## config.mk

```make
export PLATFORM = sky130hd
export DESIGN_NAME = seq_shift_unit
export DESIGN_NICKNAME = d
export VERILOG_FILES = /design/src/rtl/seq_shift_pkg.sv /design/src/rtl/shift_step.sv /design/src/rtl/seq_shift_unit.sv
export SDC_FILE = /design/constraint.sdc
export NUM_CORES = 1
export LEC_CHECK = 0
export BUFFER_PORTS_ARGS = -buffer_cell sky130_fd_sc_hd__buf_4
export CAP_MARGIN = 30
export CORE_MARGIN = 8
export CORE_UTILIZATION = 46
export CTS_CLUSTER_SIZE = 8
export DETAILED_ROUTE_END_ITERATION = 8
export GPL_TIMING_DRIVEN = 0
export PLACE_DENSITY = 0.69
export SKIP_CTS_REPAIR_TIMING = 1
export SYNTH_ARGS = -nofsm -noshare
export SYNTH_HDL_FRONTEND = slang
export SYNTH_SLANG_ARGS = --single-unit
```

## constraint.sdc

```tcl
create_clock -name clk -period 3.59 [get_ports clk]
set_input_delay 0.5385 -clock clk [delete_from_list [all_inputs] [get_ports clk]]
set_output_delay 0.5385 -clock clk [all_outputs]
set_load 0.005 [all_outputs]
```

## src/rtl/seq_shift_pkg.sv

```systemverilog
// seq_shift_pkg
// Shared definitions for the sequential shift unit: shift-mode encodings
// and the controller state type.
package seq_shift_pkg;

    // Shift modes carried on the Op port
    localparam logic [1:0] OP_SRA = 2'b00;
    localparam logic [1:0] OP_SRL = 2'b01;
    localparam logic [1:0] OP_SLL = 2'b10;
    localparam logic [1:0] OP_ROR = 2'b11;

    // Controller states
    typedef enum logic [1:0] {
        ST_IDLE  = 2'd0,
        ST_SHIFT = 2'd1,
        ST_DONE  = 2'd2
    } state_t;

endpackage

```

## src/rtl/shift_step.sv

```systemverilog
// shift_step
// Combinational single-position shifter: produces the accumulator value
// after one step of the selected shift mode.
// Ports:
//   i_acc  [WIDTH-1:0]  current accumulator
//   i_op   [1:0]        shift mode (SRA/SRL/SLL/ROR)
//   o_next [WIDTH-1:0]  accumulator after one step
module shift_step
    import seq_shift_pkg::*;
#(
    parameter int WIDTH = 8
) (
    input  logic [WIDTH-1:0] i_acc,
    input  logic [1:0]       i_op,
    output logic [WIDTH-1:0] o_next
);

    always_comb begin
        o_next = i_acc;
        case (i_op)
            OP_SRA:  o_next = {i_acc[WIDTH-1], i_acc[WIDTH-1:1]};
            OP_SRL:  o_next = {1'b0, i_acc[WIDTH-1:1]};
            OP_SLL:  o_next = {i_acc[WIDTH-2:0], 1'b0};
            OP_ROR:  o_next = {i_acc[0], i_acc[WIDTH-1:1]};
            default: o_next = i_acc;
        endcase
    end

endmodule

```

## src/rtl/seq_shift_unit.sv

```systemverilog
// seq_shift_unit
// Multi-cycle shift unit: on Start (in IDLE) loads the operand, mode and
// effective amount, then shifts one bit position per clock. The result is
// registered on completion and held until the next completion.
// Ports:
//   clk               system clock (rising edge)
//   rst               synchronous active-high reset
//   Start             request, sampled only in IDLE
//   Op     [1:0]      mode: 00 SRA, 01 SRL, 10 SLL, 11 ROR
//   Input1 [WIDTH-1:0] operand
//   Input2 [WIDTH-1:0] shift amount (unsigned)
//   Result [WIDTH-1:0] last completed result
//   Done              one-cycle completion pulse
//   Busy              high whenever the controller is not idle
module seq_shift_unit
    import seq_shift_pkg::*;
#(
    parameter int WIDTH = 8,
    parameter int CNT_W = $clog2(WIDTH) + 1
) (
    input  logic             clk,
    input  logic             rst,
    input  logic             Start,
    input  logic [1:0]       Op,
    input  logic [WIDTH-1:0] Input1,
    input  logic [WIDTH-1:0] Input2,
    output logic [WIDTH-1:0] Result,
    output logic             Done,
    output logic             Busy
);

    localparam int               LOG_W     = $clog2(WIDTH);
    localparam logic [WIDTH-1:0] AMT_LIMIT = WIDTH'(WIDTH);
    localparam logic [CNT_W-1:0] CNT_MAX   = CNT_W'(WIDTH);
    localparam logic [CNT_W-1:0] CNT_ONE   = CNT_W'(1);

    state_t           r_state;
    logic [WIDTH-1:0] r_acc;
    logic [1:0]       r_op;
    logic [CNT_W-1:0] r_cnt;
    logic [WIDTH-1:0] r_result;
    logic             r_done;
    logic             r_busy;

    logic [CNT_W-1:0] w_eff;
    logic [WIDTH-1:0] w_next;

    // Rotation wraps modulo WIDTH; the linear shifts clamp at WIDTH, which
    // already yields all-sign-bits (SRA) or zero (SRL/SLL).
    always_comb begin
        if (Op == OP_ROR) begin
            w_eff = CNT_W'(Input2[LOG_W-1:0]);
        end else if (Input2 >= AMT_LIMIT) begin
            w_eff = CNT_MAX;
        end else begin
            w_eff = Input2[CNT_W-1:0];
        end
    end

    shift_step #(
        .WIDTH(WIDTH)
    ) u_shift_step (
        .i_acc  (r_acc),
        .i_op   (r_op),
        .o_next (w_next)
    );

    always_ff @(posedge clk) begin
        if (rst) begin
            r_state  <= ST_IDLE;
            r_acc    <= '0;
            r_op     <= OP_SRA;
            r_cnt    <= '0;
            r_result <= '0;
            r_done   <= 1'b0;
            r_busy   <= 1'b0;
        end else begin
            case (r_state)
                ST_IDLE: begin
                    r_done <= 1'b0;
                    if (Start) begin
                        r_acc  <= Input1;
                        r_op   <= Op;
                        r_cnt  <= w_eff;
                        r_busy <= 1'b1;
                        if (w_eff == '0) begin
                            // Zero-length op: result is the operand itself
                            r_state  <= ST_DONE;
                            r_result <= Input1;
                            r_done   <= 1'b1;
                        end else begin
                            r_state <= ST_SHIFT;
                        end
                    end
                end
                ST_SHIFT: begin
                    r_acc <= w_next;
                    r_cnt <= r_cnt - CNT_ONE;
                    if (r_cnt == CNT_ONE) begin
                        // Capture the post-step value so Result never
                        // exposes intermediate accumulator contents
                        r_state  <= ST_DONE;
                        r_result <= w_next;
                        r_done   <= 1'b1;
                    end
                end
                ST_DONE: begin
                    r_state <= ST_IDLE;
                    r_done  <= 1'b0;
                    r_busy  <= 1'b0;
                end
                default: begin
                    r_state <= ST_IDLE;
                    r_done  <= 1'b0;
                    r_busy  <= 1'b0;
                end
            endcase
        end
    end

    assign Result = r_result;
    assign Done   = r_done;
    assign Busy   = r_busy;

endmodule

```

# ---- Word-level counts from Yosys, hierarchy flattened
# Index checks and enable logic that the tools add are counted.
# Widths: inputs -> output; s select.
dict set report totals {
  regBits 26
  inputBits 21
  elab_cells 49
}
dict set report op_classes {
  addsub 1
  magnitude_cmp 1
  n_eq_ne 9
  muxes 21
  bitwise 1
  reduce_logical 9
}
# cell count
set op_table {}
lappend op_table {{$mux 8} 4}
lappend op_table {{$pmux 8 s2} 2}
lappend op_table {{$pmux 8 s4} 1}
lappend op_table {{$mux 4} 3}
lappend op_table {{$ge 8x4->1 const B} 1}
lappend op_table {{$pmux 4 s2} 1}
lappend op_table {{$reduce_and 2->1} 4}
lappend op_table {{$eq 2x2->1 const B} 3}
lappend op_table {{$mux 2} 3}
lappend op_table {{$ne 2x2->1 const B} 3}
lappend op_table {{$eq 2x1->1 const B} 2}
lappend op_table {{$eq 4x1->1 const B} 1}
lappend op_table {{$logic_not 2->1} 2}
lappend op_table {{$logic_not 4->1} 1}
lappend op_table {{$mux 1} 4}
lappend op_table {{$pmux 1 s2} 2}
lappend op_table {{$pmux 2 s2} 1}
lappend op_table {{$reduce_and 4->1} 1}
lappend op_table {{$sub 4x1->4 const B} 1}
lappend op_table {{$reduce_bool 2->1} 1}
lappend op_table {{$not 1->1} 1}

# ---- Logic depth before layout (Yosys ltp)
dict set report depth {
  depth_word 7
  depth_mapped 7
  mapped_depth_nobuf 6
}

# ---- Hierarchy
# A second synthesis with hierarchy kept.
dict set report hier_totals {
  hier_cells 146
  area_unflattened_um2 1402.6
}
# mod instances cells_per_inst area_per_inst_um2 seq_area_each_um2
set modules_own_cells {}
lappend modules_own_cells {seq_shift_unit 1 134 1258.7 520.5}
lappend modules_own_cells {shift_step 1 12 143.9 0.0}

# ---- Worst setup path after synthesis
# OpenSTA, ideal clock, no wires.
dict set report synth_path {
  path_type {input port to flip-flop}
  startpoint {input port Input2[0]}
  endpoint {register r_result[0], in the netlist Result[0]}
  setup_ns 0.121
  arrival_time_ns 1.682
  required_time_ns 3.469
  path_slack_ns 1.787
  path_stages 4
  n_path_buf 1
  cell_sequence {or4_1 -> a31o_1 -> buf_6 -> mux2_4}
}
dict set report synth_via {
  elab_chain_len 6
}
# element line_no
set synth_rtl {}
lappend synth_rtl {{start: declaration} seq_shift_unit.sv:26} ;# input logic [WIDTH-1:0] Input2,
lappend synth_rtl {{$ge 8x4->1} seq_shift_unit.sv:53} ;# end else if (Input2 >= AMT_LIMIT) begin
lappend synth_rtl {{$mux 4} seq_shift_unit.sv:53}
lappend synth_rtl {{$mux 4 (*)} seq_shift_unit.sv:51} ;# if (Op == OP_ROR) begin
lappend synth_rtl {{$logic_not 4->1 (*)} seq_shift_unit.sv:86} ;# if (w_eff == '0) begin
lappend synth_rtl {{$ne 2x2->1 (no source line) (*)} n/a}
lappend synth_rtl {{$reduce_and 4->1 (no source line) (*)} n/a}
lappend synth_rtl {{end signal: assignment} seq_shift_unit.sv:89} ;# r_result <= Input1;
lappend synth_rtl {{end signal: assignment} seq_shift_unit.sv:103} ;# r_result <= w_next;
lappend synth_rtl {{end: declaration} seq_shift_unit.sv:41} ;# logic [WIDTH-1:0] r_result;
# Mark *: on every way between the ends. The rest lies on a longest branch, timed or not.
# A chain may end at the register's enable or synchronous reset.

# ---- Final worst setup path
dict set report layout_path {
  startpoint {register r_cnt[1]}
  endpoint {register r_result[0], in the netlist Result[0]}
}
dict set report layout_via {
  elab_chain_len 3
}
# element line_no
set layout_rtl {}
lappend layout_rtl {{start: declaration} seq_shift_unit.sv:40} ;# logic [CNT_W-1:0] r_cnt;
lappend layout_rtl {{start signal: assignment} seq_shift_unit.sv:84} ;# r_cnt <= w_eff;
lappend layout_rtl {{start signal: assignment} seq_shift_unit.sv:98} ;# r_cnt <= r_cnt - CNT_ONE;
lappend layout_rtl {{$eq 4x1->1} seq_shift_unit.sv:99} ;# if (r_cnt == CNT_ONE) begin
lappend layout_rtl {{$ne 2x2->1 (no source line)} n/a}
lappend layout_rtl {{$reduce_and 4->1 (no source line)} n/a}
# Every way passes these cells.

==> impl_metrics.ini <==
[yosys]
synth_edf_count = 0
synthArstFlopShare_pct = 0
yosysMostFrequentCell = dfxtp_1
synthTopCellsByArea = dfxtp_1 37%, mux2i_1 12%, a211o_1 7.4%, a21oi_1 5.0%, nand2_1 4.8%
synth_top_cell_area_share_pct = 36.8
ys_ff_latch = 26
synthCells = 161
synth_area_um2 = 1410
ys_warn_count = 0
synth_nets = 184
synth.largest_area_cell = dfxtp_1
synth.avg_cell_area_um2 = 8.78
synth_cell_types = 36
synth_common_cells = 26 x dfxtp_1, 18 x nand2_1, 18 x nor2_1
synth-seq-area-share_pct = 36.8
synthFlopType = dfxtp_1

[sta]
skew_ns = 0.00744
tightest_slew_ns = 0.651
timing.slew.headroom_pct = 56.3
fin_hold_ws_ns = 0.441
max_freq_ghz = 0.569
rsz0062_at_grt = no
setup_tns_ns = 0
min_period_over_period_pct = 48.9
final_max_slew_viol_count = 0
setup_viol = 0
period_minus_slack_ns = 1.76
hold_viol_final = 0

[cts]
cts_tree = done
htree_num_levels = 1
worstSkewPairLatency_ns = 0.33
clockBufferDepth = 2
cts.sinks = 26
cts_root_buf = clkbuf_4
cts_inserted_buffers = 3
path_clk_slew_ns = 0.16

[detailed_routing]
drcViolationCount = 0
initialDrtViolationCount = 64
drtPass1Iterations = 4
routedWlPerCell_um = 15.2
vias = 1273
viasPerCell = 5.61
wl_mm = 3.45
drtAntennaViolNets = 0

[floorplan]
die-width_um = 71.4
io_pins = 31
dieArea_um2 = 5100
core_area_um2 = 2980
initial_core_util_pct = 47.5
die_height_um = 71.4
num_rows = 20

[critical_path]
arrival_ns = 2.00
r2r_start = r_cnt[1]
path_cells = inv_1, ha_1, and4bb_1, o21ai_1, a31o_1, buf_6, mux2_4
path_delay_family = flip-flops
crit_path_end_kind = register
r2r_slack_ns = 1.83
cp.required_ns = 3.83
r2r-end = Result[0]
reg2reg_depth = 7
critical_path_class = register to register
crit_slowest_cell = dfxtp_1
slowest_delay_ns = 0.39
path_buf_inv = 2
critPathMaxFanout = 8
start_kind = register

[power]
power_density_nw_per_um2 = 461
power.internal_mw = 0.549
ir_worst_vdd_mv = 0.217
power_leakage_nw = 0.769
p_total_mw = 0.795
p_comb_share_pct = 29.7
p_sw_share_pct = 31.0
p_clk_share_pct = 26.4
power.switching_mw = 0.247
pwr-share-seq_pct = 43.9

[global_routing]
grt_pass1_wl_mm = 5.83
grt-ovfl-total = 0
antenna_found_initial = 0
grt_usage_pct = 14.0
first_global_vias = 1260
grt_max_degree = 16

[layout]
fin_util_pct = 57.9
final_nets = 218
multi_input_area_um2 = 796
regArea_um2 = 520
post-route-cell-area_um2 = 1730
antennaDiodeCount = 0
area_growth_pct = 22.0
fill_cells = 272
drive_above_1_share_pct = 24.7

[outcome]
status = finished clean

[placement]
dpl.hpwl_mm = 2.68
place_area_um2 = 1670
placement.io_buffers = 29
place.gp.congestion = 0.808

[hold_path]
min_to = r_op[1]
whs_path_depth = 3
hp-class = primary input to register
min_from = Op[1]

[run]
maxCapViolCount = 0
state kept, by name (all words and copies together), names as in the netlist:
name	count
Done	1
r_state	2
r_op	2
Result	8
r_cnt	4
r_acc	8
Busy	1
cell families after synthesis:
| logic type | Yosys count | synth area share [%] |
|---|---|---|
| buffers and inverters | 16 | 6.90 |
| and+or+nand+nor | 58 | 20.4 |
| AOI/OAI and AO/OA | 41 | 21.0 |
| adders and majority gates | 2 | 1.77 |
| DFF | 26 | 36.8 |
| muxes | 18 | 13.1 |
stage by stage:
step | std cells | setup slack (ns)
floorplan | 161 | 1.79
global placement | 223 | 1.62
detailed placement | 223 | 1.62
CTS | 227 | 1.84
global route | 227 | 1.73
finish | 227 | 1.83
power groups by stage:
stage	clock [mW]	combinational, mW	sequential, mW
global placement	0	0.228	0.354
floorplan	0	0.164	0.350
global route	0.222	0.264	0.353
detailed placement	0	0.235	0.355
finish	0.210	0.236	0.349
CTS	0.210	0.236	0.349
area by class of cell:
cell class	count	share of cell area [%]
Clock buffer	3	1.31
Inverter	6	1.31
Buffer	10	4.35
Tap cell	33	2.39
Sequential cell	26	30.2
Timing Repair Buffer	29	12.6
Multi-Input combinational cell	119	46.1
Clock inverter	1	1.74
cell usage in the layout (no fill, tap or decap), types with 3 or more instances in the layout:
cell type / n
o21ai_1: 4
nor4_1: 3
clkbuf_4: 3
a211o_1: 12
dfxtp_1: 26
nand3_1: 4
clkbuf_1: 4
nand2b_1: 3
buf_4: 29
inv_1: 5
o211ai_1: 3
mux2i_1: 17
nand2_1: 18
nor2_1: 18
a21oi_1: 14
routing by layer:
metal,vias to the layer above,global-route usage [%],wire length [um]
li1,641,-,-
met4,0,4.39,10
met1,594,17.8,1620
met2,36,22.6,1590
met5,-,0,0
met3,2,3.35,226
worst min-delay path: cells and delay by family:
family / cells / cell delay, ns
multiplexers: 1 / 0.06
AND/OR/NAND/NOR: 1 / 0.07
buffers and inverters: 1 / 0.09
worst max-delay path by stage:
stage	from	to	slack, ns	cells after the start
final	r_cnt[1]	Result[0]	1.83	7
after global routing	r_cnt[1]	Result[0]	1.73	7
after CTS	r_cnt[1]	Result[0]	1.84	7
after detailed placement	Input2[0]	Result[0]	1.62	5
after global placement	Input2[0]	Result[0]	1.62	5
after floorplan	Input2[0]	Result[0]	1.79	4
Note: power is estimated with default switching activity, not from simulation.
